--- config.mk ---
export PLATFORM = sky130hd
export DESIGN_NAME = ls_stage_flat
export DESIGN_NICKNAME = d
export VERILOG_FILES = /design/src/rtl/ls_stage_pkg.sv /design/src/rtl/ls_stage_if.sv /design/src/rtl/ls_load_align.sv /design/src/rtl/ls_stage.sv /design/src/flat_wrapper.sv
export SDC_FILE = /design/constraint.sdc
export NUM_CORES = 1
export LEC_CHECK = 0
export CORE_AREA = 2 2 234 236
export CTS_CLUSTER_DIAMETER = 100
export DETAILED_ROUTE_END_ITERATION = 8
export DIE_AREA = 0 0 236 238
export PLACE_DENSITY = 0.66
export SETUP_SLACK_MARGIN = 0.2
export SLEW_MARGIN = 20
export SYNTH_ARGS = -nofsm -noshare
export SYNTH_HDL_FRONTEND = slang
export SYNTH_SLANG_ARGS = --single-unit
--- constraint.sdc ---
create_clock -name clk -period 8.7 [get_ports clk]
set_input_delay 2.175 -clock clk [delete_from_list [all_inputs] [get_ports clk]]
set_output_delay 2.175 -clock clk [all_outputs]
set_load 0.05 [all_outputs]
--- src/rtl/ls_stage_pkg.sv ---
// ls_stage_pkg
// Shared definitions for the load/store stage: default widths, opcode and
// funct3 encodings, access-size codes, FSM state encoding and two small
// helpers (byte-lane mask and natural-alignment test).
package ls_stage_pkg;

  localparam int LS_XLEN     = 64;
  localparam int LS_INST_LEN = 32;

  // Major opcodes (instr[6:0])
  localparam logic [6:0] OPC_LOAD  = 7'b0000011;
  localparam logic [6:0] OPC_STORE = 7'b0100011;

  // funct3 encodings (instr[14:12]); bit 2 on a load selects zero-extension
  localparam logic [2:0] F3_B  = 3'b000;
  localparam logic [2:0] F3_H  = 3'b001;
  localparam logic [2:0] F3_W  = 3'b010;
  localparam logic [2:0] F3_D  = 3'b011;
  localparam logic [2:0] F3_BU = 3'b100;
  localparam logic [2:0] F3_HU = 3'b101;
  localparam logic [2:0] F3_WU = 3'b110;

  // Access size codes (funct3[1:0])
  localparam logic [1:0] SZ_B = 2'd0;
  localparam logic [1:0] SZ_H = 2'd1;
  localparam logic [1:0] SZ_W = 2'd2;
  localparam logic [1:0] SZ_D = 2'd3;

  typedef enum logic [1:0] {
    S_IDLE = 2'd0,
    S_REQ  = 2'd1,
    S_WAIT = 2'd2,
    S_RESP = 2'd3
  } ls_state_e;

  // Byte-enable pattern for an access of the given size at offset 0.
  function automatic logic [7:0] size_mask(input logic [1:0] size);
    logic [7:0] m;
    case (size)
      SZ_B:    m = 8'h01;
      SZ_H:    m = 8'h03;
      SZ_W:    m = 8'h0F;
      default: m = 8'hFF;
    endcase
    return m;
  endfunction

  // True when the byte offset is a multiple of the access size.
  function automatic logic is_aligned(input logic [1:0] size, input logic [2:0] off);
    logic ok;
    case (size)
      SZ_B:    ok = 1'b1;
      SZ_H:    ok = (off[0] == 1'b0);
      SZ_W:    ok = (off[1:0] == 2'b00);
      default: ok = (off == 3'b000);
    endcase
    return ok;
  endfunction

endpackage

--- src/rtl/ls_stage_if.sv ---
// ls_stage_if
// Data-memory port of the load/store stage.
//   mem_req    master->slave  request; addr/we/wdata/wmask stable while high
//   mem_we     master->slave  1 = write
//   mem_addr   master->slave  8-byte-aligned address
//   mem_wdata  master->slave  write data, already shifted into its byte lanes
//   mem_wmask  master->slave  byte enables
//   mem_gnt    slave->master  request accepted
//   mem_rvalid slave->master  response (read data or write ack)
//   mem_rdata  slave->master  read data, 8-byte aligned
interface ls_stage_if
  import ls_stage_pkg::*;
#(
  parameter int XLEN = LS_XLEN
) ();

  logic              mem_req;
  logic              mem_we;
  logic [XLEN-1:0]   mem_addr;
  logic [XLEN-1:0]   mem_wdata;
  logic [XLEN/8-1:0] mem_wmask;
  logic              mem_gnt;
  logic              mem_rvalid;
  logic [XLEN-1:0]   mem_rdata;

  modport master (
    output mem_req, mem_we, mem_addr, mem_wdata, mem_wmask,
    input  mem_gnt, mem_rvalid, mem_rdata
  );

  modport slave (
    input  mem_req, mem_we, mem_addr, mem_wdata, mem_wmask,
    output mem_gnt, mem_rvalid, mem_rdata
  );

endinterface

--- src/rtl/ls_load_align.sv ---
// ls_load_align
// Combinational load-data alignment: shifts the addressed bytes of an
// 8-byte-aligned memory word down to bit 0, truncates to the access size and
// sign- or zero-extends to XLEN.
//   rdata  in   XLEN  aligned read data
//   off    in   3     byte offset within the word
//   size   in   2     access size code (B/H/W/D)
//   zext   in   1     1 = zero-extend, 0 = sign-extend
//   data   out  XLEN  aligned, extended load result
module ls_load_align
  import ls_stage_pkg::*;
#(
  parameter int XLEN = LS_XLEN
) (
  input  logic [XLEN-1:0] rdata,
  input  logic [2:0]      off,
  input  logic [1:0]      size,
  input  logic            zext,
  output logic [XLEN-1:0] data
);

  logic [XLEN-1:0] shifted;
  logic            sign;

  always_comb begin
    shifted = rdata >> {off, 3'b000};
    sign    = 1'b0;
    data    = shifted;
    case (size)
      SZ_B: begin
        sign = ~zext & shifted[7];
        data = {{(XLEN-8){sign}}, shifted[7:0]};
      end
      SZ_H: begin
        sign = ~zext & shifted[15];
        data = {{(XLEN-16){sign}}, shifted[15:0]};
      end
      SZ_W: begin
        sign = ~zext & shifted[31];
        data = {{(XLEN-32){sign}}, shifted[31:0]};
      end
      default: data = shifted;
    endcase
  end

endmodule

--- src/rtl/ls_stage.sv ---
// ls_stage
// Load/store pipeline stage. Non-memory instructions pass alures_i to
// writeback one cycle later. Aligned loads/stores are captured, issued on the
// memory port, and retired one cycle after the response. Misaligned accesses
// never reach memory: they pulse misalign_o and retire with data 0.
//   clk, rstn              clock, asynchronous active-low reset
//   valid_i                upstream register holds a live instruction
//   pc_i/rs2_i/alures_i    PC, store data, effective address / ALU result
//   instr_i                instruction
//   stall_o                freezes upstream while high
//   mem                    data-memory port (master side)
//   wb_valid/pc/instr/data retiring instruction toward writeback
//   misalign_o             one-cycle pulse for a misaligned access
//   state_o                current FSM state (debug)
//
// Handshake: mem_req rises in REQ and stays high, with addr/we/wdata/wmask
// frozen, until the cycle mem_gnt is sampled high. The response is the first
// cycle with mem_rvalid high at or after the grant cycle; gnt/rvalid seen in
// any other state are ignored.
module ls_stage
  import ls_stage_pkg::*;
#(
  parameter int XLEN     = LS_XLEN,
  parameter int INST_LEN = LS_INST_LEN
) (
  input  logic                clk,
  input  logic                rstn,
  input  logic                valid_i,
  input  logic [XLEN-1:0]     pc_i,
  input  logic [XLEN-1:0]     rs2_i,
  input  logic [XLEN-1:0]     alures_i,
  input  logic [INST_LEN-1:0] instr_i,
  output logic                stall_o,
  ls_stage_if.master          mem,
  output logic                wb_valid,
  output logic [XLEN-1:0]     wb_pc,
  output logic [INST_LEN-1:0] wb_instr,
  output logic [XLEN-1:0]     wb_data,
  output logic                misalign_o,
  output ls_state_e           state_o
);

  localparam int NB = XLEN / 8;

  ls_state_e state_q, state_d;

  // Decode of the incoming instruction
  logic is_mem_i, aligned_i, start_mem, misalign_i, pass_i;

  always_comb begin
    is_mem_i   = (instr_i[6:0] == OPC_LOAD) || (instr_i[6:0] == OPC_STORE);
    aligned_i  = is_aligned(instr_i[13:12], alures_i[2:0]);
    start_mem  = valid_i && is_mem_i && aligned_i;
    misalign_i = valid_i && is_mem_i && !aligned_i;
    pass_i     = valid_i && !is_mem_i;
  end

  // Captured memory instruction; held unchanged from IDLE until back in IDLE
  logic [XLEN-1:0]     pc_q, rs2_q, alures_q;
  logic [INST_LEN-1:0] instr_q;
  logic                load_q, store_q, zext_q;
  logic [1:0]          size_q;
  logic [2:0]          off_q;
  logic [XLEN-1:0]     load_data;
  logic                resp_take;

  assign load_q  = (instr_q[6:0] == OPC_LOAD);
  assign store_q = (instr_q[6:0] == OPC_STORE);
  assign size_q  = instr_q[13:12];
  assign zext_q  = instr_q[14];
  assign off_q   = alures_q[2:0];

  // Response accepted this cycle; a grant and response together in REQ
  // skip WAIT entirely.
  assign resp_take = ((state_q == S_REQ) && mem.mem_gnt && mem.mem_rvalid) ||
                     ((state_q == S_WAIT) && mem.mem_rvalid);

  // State register
  always_ff @(posedge clk or negedge rstn) begin
    if (!rstn) state_q <= S_IDLE;
    else       state_q <= state_d;
  end

  // Next state
  always_comb begin
    state_d = state_q;
    case (state_q)
      S_IDLE: if (start_mem) state_d = S_REQ;
      S_REQ: begin
        if (mem.mem_gnt) state_d = mem.mem_rvalid ? S_RESP : S_WAIT;
      end
      S_WAIT: if (mem.mem_rvalid) state_d = S_RESP;
      default: state_d = S_IDLE;
    endcase
  end

  // FSM outputs. RESP does not stall: upstream advances as this instruction
  // retires.
  always_comb begin
    stall_o     = 1'b0;
    mem.mem_req = 1'b0;
    mem.mem_we  = 1'b0;
    case (state_q)
      S_IDLE: stall_o = start_mem;
      S_REQ: begin
        stall_o     = 1'b1;
        mem.mem_req = 1'b1;
        mem.mem_we  = store_q;
      end
      S_WAIT:  stall_o = 1'b1;
      default: stall_o = 1'b0;
    endcase
  end

  assign state_o = state_q;

  // Memory request fields come only from captured registers, so they cannot
  // move while mem_req is high.
  assign mem.mem_addr  = {alures_q[XLEN-1:3], 3'b000};
  assign mem.mem_wdata = rs2_q << {off_q, 3'b000};
  assign mem.mem_wmask = NB'(size_mask(size_q)) << off_q;

  ls_load_align #(.XLEN(XLEN)) u_load_align (
    .rdata (mem.mem_rdata),
    .off   (off_q),
    .size  (size_q),
    .zext  (zext_q),
    .data  (load_data)
  );

  // Capture registers
  always_ff @(posedge clk or negedge rstn) begin
    if (!rstn) begin
      pc_q     <= '0;
      instr_q  <= '0;
      rs2_q    <= '0;
      alures_q <= '0;
    end else if (state_q == S_IDLE && start_mem) begin
      pc_q     <= pc_i;
      instr_q  <= instr_i;
      rs2_q    <= rs2_i;
      alures_q <= alures_i;
    end
  end

  // Writeback and misalign registers; wb_valid and misalign_o are pulses
  always_ff @(posedge clk or negedge rstn) begin
    if (!rstn) begin
      wb_valid   <= 1'b0;
      wb_pc      <= '0;
      wb_instr   <= '0;
      wb_data    <= '0;
      misalign_o <= 1'b0;
    end else begin
      wb_valid   <= 1'b0;
      misalign_o <= 1'b0;
      if (state_q == S_IDLE && pass_i) begin
        wb_valid <= 1'b1;
        wb_pc    <= pc_i;
        wb_instr <= instr_i;
        wb_data  <= alures_i;
      end else if (state_q == S_IDLE && misalign_i) begin
        wb_valid   <= 1'b1;
        wb_pc      <= pc_i;
        wb_instr   <= instr_i;
        wb_data    <= '0;
        misalign_o <= 1'b1;
      end else if (resp_take) begin
        wb_valid <= 1'b1;
        wb_pc    <= pc_q;
        wb_instr <= instr_q;
        wb_data  <= load_q ? load_data : '0;
      end
    end
  end

endmodule
--- src/flat_wrapper.sv ---
// flat-port wrapper written by rule: the top's interface ports become plain ports
module ls_stage_flat import ls_stage_pkg::*;
#(
  parameter int XLEN     = LS_XLEN,
  parameter int INST_LEN = LS_INST_LEN
)
  (clk, rstn, valid_i, pc_i, rs2_i, alures_i, instr_i, stall_o, wb_valid, wb_pc, wb_instr, wb_data, misalign_o, state_o, mem_mem_req, mem_mem_we, mem_mem_addr, mem_mem_wdata, mem_mem_wmask, mem_mem_gnt, mem_mem_rvalid, mem_mem_rdata);
  ls_stage_if #(.XLEN(XLEN)) mem_i ();
  input  logic clk;
  input  logic rstn;
  input  logic valid_i;
  input  logic [XLEN-1:0] pc_i;
  input  logic [XLEN-1:0] rs2_i;
  input  logic [XLEN-1:0] alures_i;
  input  logic [INST_LEN-1:0] instr_i;
  output logic stall_o;
  output logic wb_valid;
  output logic [XLEN-1:0] wb_pc;
  output logic [INST_LEN-1:0] wb_instr;
  output logic [XLEN-1:0] wb_data;
  output logic misalign_o;
  output ls_state_e state_o;
  output wire logic [$bits(mem_i.mem_req)-1:0] mem_mem_req;
  output wire logic [$bits(mem_i.mem_we)-1:0] mem_mem_we;
  output wire logic [$bits(mem_i.mem_addr)-1:0] mem_mem_addr;
  output wire logic [$bits(mem_i.mem_wdata)-1:0] mem_mem_wdata;
  output wire logic [$bits(mem_i.mem_wmask)-1:0] mem_mem_wmask;
  input wire logic [$bits(mem_i.mem_gnt)-1:0] mem_mem_gnt;
  input wire logic [$bits(mem_i.mem_rvalid)-1:0] mem_mem_rvalid;
  input wire logic [$bits(mem_i.mem_rdata)-1:0] mem_mem_rdata;
  assign mem_mem_req = mem_i.mem_req;
  assign mem_mem_we = mem_i.mem_we;
  assign mem_mem_addr = mem_i.mem_addr;
  assign mem_mem_wdata = mem_i.mem_wdata;
  assign mem_mem_wmask = mem_i.mem_wmask;
  assign mem_i.mem_gnt = mem_mem_gnt;
  assign mem_i.mem_rvalid = mem_mem_rvalid;
  assign mem_i.mem_rdata = mem_mem_rdata;
  ls_stage #(.XLEN(XLEN), .INST_LEN(INST_LEN)) u_core (.clk(clk), .rstn(rstn), .valid_i(valid_i), .pc_i(pc_i), .rs2_i(rs2_i), .alures_i(alures_i), .instr_i(instr_i), .stall_o(stall_o), .mem(mem_i), .wb_valid(wb_valid), .wb_pc(wb_pc), .wb_instr(wb_instr), .wb_data(wb_data), .misalign_o(misalign_o), .state_o(state_o));
endmodule
==> flow_metrics.env, run 1 <==
export IMPL_critPathLaunchType="input pin"
export IMPL_yosys_area_top_type="dfrtp_1"
export IMPL_grt_overflow_total=0
export IMPL_rows=85
export IMPL_cp_slowest_stage_delay_ns=0.81
export IMPL_clk_pin_slew_ns=0.06
export IMPL_synth_avg_cell_area_um2=10.9
export IMPL_start_util_pct=37.3
export IMPL_dp_hpwl_mm=51.5
export IMPL_slowest_stage="clkdlybuf4s50_1"
export IMPL_fin_skew_ns=0.0143
export IMPL_synth_seq_cells=388
export IMPL_netSwitchingPower_w=0.00380
export IMPL_ys_flop_type="dfrtp_1"
export IMPL_setup_ws_ns=1.54
export IMPL_outcome="completed"
export IMPL_die_w_um=236
export IMPL_rsz0062_at_grt="no"
export IMPL_vdd_ir_drop_worst_v=0.000186
export IMPL_fin_util_pct=51.2
export IMPL_ys_types=48
export IMPL_synth_common_cells="dfrtp_1, mux2_2, nand2_1"
export IMPL_yosysWarnings=0
export IMPL_clkLatencyLatePin_ns=0.57
export IMPL_clockBufferDepth=3
export IMPL_post_cts_resize_count=0
export IMPL_placed_area_um2=25900
export IMPL_netlist_instances=1835
export IMPL_antenna_left=0
export IMPL_grt_use_total_pct=24.7
export IMPL_swShare_pct=44.2
export IMPL_clkPwrFrac_pct=22.5
export IMPL_grt_start_max_net_pins=108
export IMPL_worstHoldEndpoint="u_core.alures_q[34]$_DFFE_PN0P_"
export IMPL_seqPwrFrac_pct=30.1
export IMPL_io_buffers=592
export IMPL_synth_edff_count=0
export IMPL_hp_start="u_core.alures_q[34]$_DFFE_PN0P_"
export IMPL_avgRoutedWirePerCell_um=23.8
export IMPL_htreeDepth=2
export IMPL_place_inst=2929
export IMPL_drv_slew=0
export IMPL_synth_top_area_share_pct=48.6
export IMPL_cts_root_buf="clkbuf_16"
export IMPL_fin_crit_ns=7.16
export IMPL_cp_max_fo=42
export IMPL_numCtsBuffers=44
export IMPL_io_pins=596
export IMPL_dp_slack_ns=1.51
export IMPL_drive_gt1_share_pct=18.9
export IMPL_place_congestion=0.921
export IMPL_vias_per_cell=5.57
export IMPL_cp_top_family="simple AND/OR/NAND/NOR gates"
export IMPL_synth_area_um2=20000
export IMPL_path_buf_inv=2
export IMPL_finalNonFillerCells=3009
export IMPL_wl_mm=71.5
export IMPL_reg2regPathDepth=7
export IMPL_worst_ep_arrival_time_ns=4.98
export IMPL_period_share_pct=82.3
export IMPL_worst_pin_slew_ns=1.15
export IMPL_endpoint_kind="output pin"
export IMPL_hp_class="flip-flop to flip-flop"
export IMPL_vias=16800
export IMPL_worstPathRequired_ns=6.53
export IMPL_drt_initial_drc_count=1224
export IMPL_r2r_slack_ns=4.73
export IMPL_p_leak_nw=12.0
export IMPL_numClockSinks=388
export IMPL_p_int_w=0.00480
export IMPL_nets=2576
export IMPL_maxSlewHeadroom_pct=23.0
export IMPL_yosysSeqAreaShare_pct=48.6
export IMPL_r2r_end="u_core.alures_q[30]$_DFFE_PN0P_"
export IMPL_grt_first_pass_wirelength_mm=107
export IMPL_grt_pass1_vias=17000
export IMPL_dr_pass1_iters=5
export IMPL_die_h_um=238
export IMPL_ys_async_sr_fraction_pct=100
export IMPL_max_freq_mhz=140
export IMPL_core_area_um2=53500
export IMPL_path_depth=7
export IMPL_combPwrFrac_pct=47.4
export IMPL_synth_most_common_cell="dfrtp_1"
export IMPL_timing_worst_setup_path_type="input pin to output pin"
export IMPL_holdBufCountCts=0
export IMPL_hold_violations=0
export IMPL_ys_top_cells_by_area="dfrtp_1, mux2_2, nand2_1, mux4_2, nor2_1"
export IMPL_path_cells="clkdlybuf4s50_1, nor4_1, and3_1, and3b_4, nor2_1, nor2_1, clkdlybuf4s50_1"
export IMPL_flow_area_growth_from_synthesis_pct=37.1
export IMPL_hold_depth=1
export IMPL_setup_tns_final_ns=0
export IMPL_remaining_drc_errors=0
export IMPL_postCtsSetupBuffers=0
export IMPL_fillers=4685
export IMPL_die_area_um2=56200
export IMPL_setup_viol=0
export IMPL_cts_tree="yes"
export IMPL_power_density_nw_per_um2=314
export IMPL_final_area_um2=27400
export IMPL_reg2reg_from="u_core.state_o[0]$_DFFE_PN0P_"
export IMPL_max_cap_viol_count=0
export IMPL_antenna_found_initial=12
## placed cells by master (no fill, tap or decap), types with 44 or more instances in the layout
master / Yosys / layout
clkdlybuf4s50_1: 0 / 591
nor2_1: 190 / 187
a32oi_1: 56 / 56
mux2i_1: 62 / 62
a31oi_1: 95 / 95
a21oi_1: 61 / 61
dfrtp_1: 388 / 385
clkbuf_16: 0 / 44
nand2_1: 230 / 229
mux2_2: 259 / 259
## how the worst max path moves through the flow
stage | from | to | slack (ns)
floorplan | instr_i[3] | stall_o | 2.28
global placement | instr_i[3] | stall_o | 1.45
detailed placement | instr_i[2] | stall_o | 1.51
CTS | instr_i[2] | stall_o | 1.51
global route | instr_i[3] | stall_o | 1.38
finish | instr_i[2] | stall_o | 1.54
## final cells by class
type / instances / area, um^2 / share of cell area (%)
antenna: 3 / 7.51 / 0.0274
clock buffer: 59 / 1210 / 4.41
clock inverter: 18 / 273 / 0.997
inverter: 15 / 56.3 / 0.206
multi-input combinational: 1217 / 9140 / 33.4
sequential: 388 / 9720 / 35.5
tap: 696 / 871 / 3.18
timing repair buffer: 613 / 6090 / 22.2
## through the flow
step | power, W | hold slack, ns
2_1_floorplan | 0.00519 | 0.453
6_report | 0.00860 | 0.503
5_1_grt | 0.00897 | 0.514
3_3_place_gp | 0.00664 | 0.483
3_5_place_dp | 0.00670 | 0.490
4_1_cts | 0.00866 | 0.506
## sequential cells by signal, indices dropped and copies added, names as in the netlist
name and cells:
u_core.rs2_q 64, u_core.state_o 2, u_core.wb_valid 1, u_core.wb_pc 64, u_core.wb_instr 32, u_core.pc_q 64, u_core.misalign_o 1, u_core.instr_q 32
u_core.wb_data 64, u_core.alures_q 64
## power groups by stage
stage          sequential, W  combinational [W]  clock (W)
2_1_floorplan        0.00380            0.00139          0
3_3_place_gp         0.00259            0.00405          0
3_5_place_dp         0.00261            0.00409          0
4_1_cts              0.00259            0.00410    0.00198
5_1_grt              0.00264            0.00428    0.00205
6_report             0.00259            0.00408    0.00193
## kinds of logic (layout without fill, tap and decap cells)
| group | after synthesis | after routing | share of synthesized area [%] |
|---|---|---|---|
| and+or+nand+nor | 487 | 487 | 9.98 |
| DFF | 388 | 388 | 48.6 |
| muxes | 364 | 364 | 22.2 |
| AOI/OAI and AO/OA | 359 | 359 | 13.0 |
| buffers and inverters | 232 | 705 | 5.90 |
| adders and majority gates | 4 | 4 | 0.251 |
| other | 1 | 6 | 0.0188 |
## layer usage
layer / track usage, % / vias to the layer above / share of wire [%]
met1: 31.5 / 8470 / 41
met3: 7.55 / 128 / 8.7
li1: - / 7450 / -
met2: 40.2 / 705 / 48
met4: 7.74 / 12 / 2.9
met5: 0 / - / 0.12
## worst reg2reg max path, cell delays in order (launching register included)
cell     delay [ns]
dfrtp_1        0.42
inv_1          0.10
ha_1           0.23
nand2_1        0.23
and3b_4        0.84
buf_4          0.69
buf_4          0.84
mux2_2         0.51
(Power assumes the default switching activity.)
==> run 2, diff against run 1 <==
clock period = 7.2 ns   (was 8.7 ns; I/O delays follow)
==> run 2 against run 1 <==
  * Die area stayed put
  * Critical path depth stayed put
  * Wire length is 0.42% lower
  * Largest power group unchanged
==> flow_metrics.env, run 2 (synthesis results as in run 1) <==
export IMPL_die_area_um2=56200
export IMPL_rows=85
export IMPL_post_cts_resize_count=0
export IMPL_numCtsBuffers=45
export IMPL_power_density_nw_per_um2=379
export IMPL_max_freq_mhz=166
export IMPL_fin_crit_ns=6.01
export IMPL_endpoint_kind="output pin"
export IMPL_io_pins=596
export IMPL_postCtsSetupBuffers=0
export IMPL_dp_hpwl_mm=50.8
export IMPL_max_cap_viol_count=0
export IMPL_final_area_um2=27400
export IMPL_vias=16700
export IMPL_setup_ws_ns=1.19
export IMPL_seqCellArea_um2=9720
export IMPL_avgRoutedWirePerCell_um=23.6
export IMPL_worst_ep_arrival_time_ns=4.21
export IMPL_fin_skew_ns=0.0185
export IMPL_grt_pass1_vias=16800
export IMPL_grt_overflow_total=0
export IMPL_outcome="completed"
export IMPL_clockBufferDepth=3
export IMPL_nets=2573
export IMPL_cts_root_buf="clkbuf_16"
export IMPL_drt_initial_drc_count=1356
export IMPL_dr_pass1_iters=5
export IMPL_dp_slack_ns=1.17
export IMPL_use_met3_pct=7.13
export IMPL_clk_pin_slew_ns=0.06
export IMPL_drv_slew=0
export IMPL_grt_use_total_pct=24.7
export IMPL_period_share_pct=83.5
export IMPL_setup_viol=0
export IMPL_io_buffers=592
export IMPL_p_leak_nw=12.1
export IMPL_numClockSinks=388
export IMPL_maxSlewHeadroom_pct=22.4
export IMPL_mostFrequentLayoutCell="clkdlybuf4s50_1"
export IMPL_cp_max_fo=5
export IMPL_fillers=4752
export IMPL_hold_ws_ns=0.493
export IMPL_hp_class="flip-flop to flip-flop"
export IMPL_grt_first_pass_wirelength_mm=107
export IMPL_worstPathRequired_ns=5.40
export IMPL_hold_violations=0
export IMPL_antenna_found_initial=14
export IMPL_flow_area_growth_from_synthesis_pct=37.3
export IMPL_timing_worst_setup_path_type="input pin to output pin"
export IMPL_start_util_pct=37.3
export IMPL_placed_area_um2=25900
export IMPL_layout_common_cells="clkdlybuf4s50_1, dfrtp_1, mux2_2, nand2_1, nor2_1"
export IMPL_critPathLaunchType="input pin"
export IMPL_drive_gt1_share_pct=19.0
export IMPL_htreeDepth=2
export IMPL_worst_pin_slew_ns=1.16
export IMPL_place_congestion=0.913
export IMPL_die_h_um=238
export IMPL_clkLatencyLatePin_ns=0.56
export IMPL_core_area_um2=53500
export IMPL_antenna_left=0
export IMPL_setup_tns_final_ns=0
export IMPL_grt_use_met1_pct=32.0
export IMPL_die_w_um=236
export IMPL_grt_start_max_net_pins=216
export IMPL_use_met2_pct=39.6
export IMPL_wl_mm=71.2
export IMPL_top_usage_layer="met2"
export IMPL_vdd_ir_drop_worst_v=0.000217
export IMPL_vias_per_cell=5.55
export IMPL_rsz0062_at_grt="no"
export IMPL_remaining_drc_errors=0
export IMPL_cts_tree="yes"
export IMPL_holdBufCountCts=0
export IMPL_multi_input_area_um2=9140
==> run 2: layout make-up <==
| cell class | count | area share [%] |
|---|---|---|
| Inverter | 15 | 0.205 |
| Timing Repair Buffer | 609 | 22.3 |
| Clock buffer | 66 | 4.83 |
| Multi-Input combinational cell | 1217 | 33.3 |
| Sequential cell | 388 | 35.5 |
| Antenna cell | 7 | 0.0639 |
| Clock inverter | 16 | 0.648 |
| Tap cell | 696 | 3.18 |
==> run 2: worst max-delay path: stages <==
cell and delay [ns]:
clkdlybuf4s50_1 0.43, nor4_1 0.30, and3_1 0.37, and3b_4 0.26
nor2_1 0.05, nor2_1 0.11, clkdlybuf4s50_1 0.88
==> run 2: worst paths after layout <==
kind	startpoint	slack, ns	end	cells past startpoint
setup / recovery	instr_i[2]	1.19	stall_o	7
hold / removal	u_core.rs2_q[56]$_DFFE_PN0P_	0.49	u_core.rs2_q[56]$_DFFE_PN0P_	1
setup reg to reg	u_core.alures_q[2]$_DFFE_PN0P_	2.95	u_core.wb_data[63]$_DFFE_PN0P_	7
hold reg to reg	u_core.rs2_q[56]$_DFFE_PN0P_	0.49	u_core.rs2_q[56]$_DFFE_PN0P_	1
max in group asynchronous	rstn	4.52	u_core.rs2_q[12]$_DFFE_PN0P_	2
min in group asynchronous	rstn	1.20	u_core.rs2_q[29]$_DFFE_PN0P_	1
==> run 2: layer usage <==
metal | part of all wire, % | routed length, um
met5 | 0.11 | 77
met3 | 8.9 | 6360
met1 | 41 | 29100
met2 | 47 | 33200
met4 | 3.5 | 2530
==> run 2: power breakdown <==
| group | internal [W] | switching, W |
|---|---|---|
| sequential | 0.00274 | 0.000377 |
| combinational | 0.00167 | 0.00326 |
| clock | 0.00139 | 0.000944 |
==> run 2: metrics by stage <==
stage	utilization, %	total power, W	std cells
after CTS	51.2	0.0105	3007
after floorplan	-	0.00627	1837
final	51.2	0.0104	3014
after global routing	51.2	0.0108	3013
after global placement	48.4	0.00802	2925
after detailed placement	48.4	0.00809	2925
==> run 3, diff against run 2 <==
CORE_AREA = 2 2 232 234   (was 2 2 234 236)
DIE_AREA = 0 0 234 236   (was 0 0 236 238)
PLACE_DENSITY = 0.69   (was 0.66)
clock period = 5.15 ns   (was 7.2 ns; I/O delays follow)
==> run 3 against run 2 <==
  * Core utilization up 0.69 points
  * Count of clock-buffer cells in the layout down 3
  * Via count up 0.90%
  * Critical path depth down 1
  * Total power up 41%
  * Critical endpoint is now mem_mem_wdata[57]
  * Highest routed layer unchanged
==> flow_metrics.env, run 3 (synthesis results as in run 1) <==
export IMPL_outcome="completed"
export IMPL_place_congestion=0.916
export IMPL_place_inst=2937
export IMPL_remaining_drc_errors=0
export IMPL_dr_pass1_iters=5
export IMPL_placed_area_um2=26000
export IMPL_postCtsSetupBuffers=0
export IMPL_mostFrequentLayoutCell="clkdlybuf4s50_1"
export IMPL_worst_pin_slew_ns=1.08
export IMPL_wl_mm=71.9
export IMPL_fin_crit_ns=4.73
export IMPL_core_area_um2=53100
export IMPL_layout_common_cells="clkdlybuf4s50_1, dfrtp_1, mux2_2, nand2_1, nor2_1"
export IMPL_fillers=4622
export IMPL_cp_max_fo=37
export IMPL_maxSlewHeadroom_pct=27.5
export IMPL_dp_hpwl_mm=52.2
export IMPL_power_total_w=0.0146
export IMPL_antenna_found_initial=12
export IMPL_flow_area_growth_from_synthesis_pct=38.0
export IMPL_numCtsBuffers=45
export IMPL_rows=85
export IMPL_max_cap_viol_count=0
export IMPL_fin_skew_ns=0.0235
export IMPL_htreeDepth=2
export IMPL_finalNonFillerCells=3020
export IMPL_nets=2585
export IMPL_vdd_ir_drop_worst_v=0.000326
export IMPL_power_density_nw_per_um2=531
export IMPL_drv_slew=0
export IMPL_clk_pin_slew_ns=0.06
export IMPL_die_area_um2=55200
export IMPL_antenna_left=0
export IMPL_worst_ep_arrival_time_ns=3.44
export IMPL_die_h_um=236
export IMPL_grt_first_pass_wirelength_mm=107
export IMPL_clockBufferDepth=3
export IMPL_worstPathRequired_ns=3.86
export IMPL_fin_util_pct=51.9
export IMPL_die_w_um=234
export IMPL_setup_tns_final_ns=0
export IMPL_holdBufCountCts=0
export IMPL_setup_viol=0
export IMPL_grt_use_total_pct=25.3
export IMPL_io_buffers=592
export IMPL_grt_start_max_net_pins=161
export IMPL_cp_slowest_stage_delay_ns=0.75
export IMPL_start_util_pct=37.6
export IMPL_p_leak_nw=12.2
export IMPL_final_area_um2=27600
export IMPL_avgRoutedWirePerCell_um=23.8
export IMPL_vias=16900
export IMPL_critPathLaunchType="flip-flop"
export IMPL_cts_tree="yes"
export IMPL_hp_class="flip-flop to flip-flop"
export IMPL_io_pins=596
export IMPL_endpoint_kind="output pin"
export IMPL_grt_pass1_vias=17000
export IMPL_grt_overflow_total=0
export IMPL_drt_initial_drc_count=1305
export IMPL_post_cts_resize_count=0
export IMPL_rsz0062_at_grt="no"
export IMPL_clkLatencyLatePin_ns=0.57
export IMPL_numClockSinks=388
export IMPL_slowest_stage="dfrtp_4"
export IMPL_vias_per_cell=5.58
export IMPL_cts_root_buf="clkbuf_16"
export IMPL_timing_worst_setup_path_type="flip-flop to output pin"
export IMPL_hold_violations=0
export IMPL_period_share_pct=91.8
export IMPL_path_cells="buf_4, mux2_2, nor2_1, a21oi_1, mux2_2, clkdlybuf4s50_1"
export IMPL_drive_gt1_share_pct=19.4
export IMPL_cpMostUsedCell="mux2_2"
export IMPL_max_freq_mhz=211
[run 3: changes by cell type in the layout (fill, tap and decap cells not counted), moves of 2 or more]
| cell | previous run | this run |
|---|---|---|
| buf_12 | 4 | 6 |
| buf_4 | 13 | 24 |
| bufinv_16 | 3 | 5 |
| clkbuf_8 | 12 | 9 |
| diode_2 | 7 | 3 |
[run 3: routing by layer]
metal  track usage [%]  routed length [um]  vias up
li1                  -                   -     7455
met1              33.1               29600     8558
met2              41.9               34700      724
met3              6.54                5960      112
met4              5.68                1550       14
met5                 0                  90        -
[run 3: cell type report]
class                           count  area, um^2  share of cell area [%]
Sequential cell                   388        9720                    35.3
Multi-Input combinational cell   1217        9140                    33.2
Inverter                           15        56.3                   0.204
Clock inverter                     17         238                   0.863
Tap cell                          696         871                    3.16
Clock buffer                       63        1310                    4.74
Antenna cell                        3        7.51                  0.0272
Timing Repair Buffer              621        6220                    22.6
[run 3: critical path: cells and delay by family, from the launching register on]
kind / cells / cell delay, ns
buffers and inverters: 2 / 1.21
AO/OA/AOI/OAI: 1 / 0.07
multiplexers: 2 / 0.70
flip-flops: 1 / 0.75
AND/OR/NAND/NOR: 1 / 0.11
[run 3: where the power goes]
| part | internal, W | switching, W | total, W |
|---|---|---|---|
| logic | 0.00236 | 0.00455 | 0.00691 |
| clock network | 0.00202 | 0.00133 | 0.00336 |
| registers | 0.00383 | 0.000540 | 0.00437 |
| total | 0.00821 | 0.00643 | 0.0146 |
[run 3: path summary, 6_finish.rpt]
check	slack [ns]	from	cells past startpoint	endpoint
hold reg to reg	0.50	u_core.rs2_q[58]$_DFFE_PN0P_	1	u_core.rs2_q[58]$_DFFE_PN0P_
min in group asynchronous	0.78	rstn	1	u_core.wb_pc[44]$_DFFE_PN0P_
max in group asynchronous	3.26	rstn	2	u_core.wb_pc[6]$_DFFE_PN0P_
setup / recovery	0.42	u_core.alures_q[0]$_DFFE_PN0P_	6	mem_mem_wdata[57]
hold / removal	0.50	u_core.rs2_q[58]$_DFFE_PN0P_	1	u_core.rs2_q[58]$_DFFE_PN0P_
setup reg to reg	1.38	u_core.alures_q[2]$_DFFE_PN0P_	7	u_core.wb_data[63]$_DFFE_PN0P_
[run 3: metrics by stage]
step,setup slack (ns),hold slack [ns]
3_5_place_dp,0.742,0.480
5_1_grt,0.273,0.517
4_1_cts,0.399,0.500
6_report,0.420,0.500
3_3_place_gp,0.711,0.486
2_1_floorplan,0.506,0.453
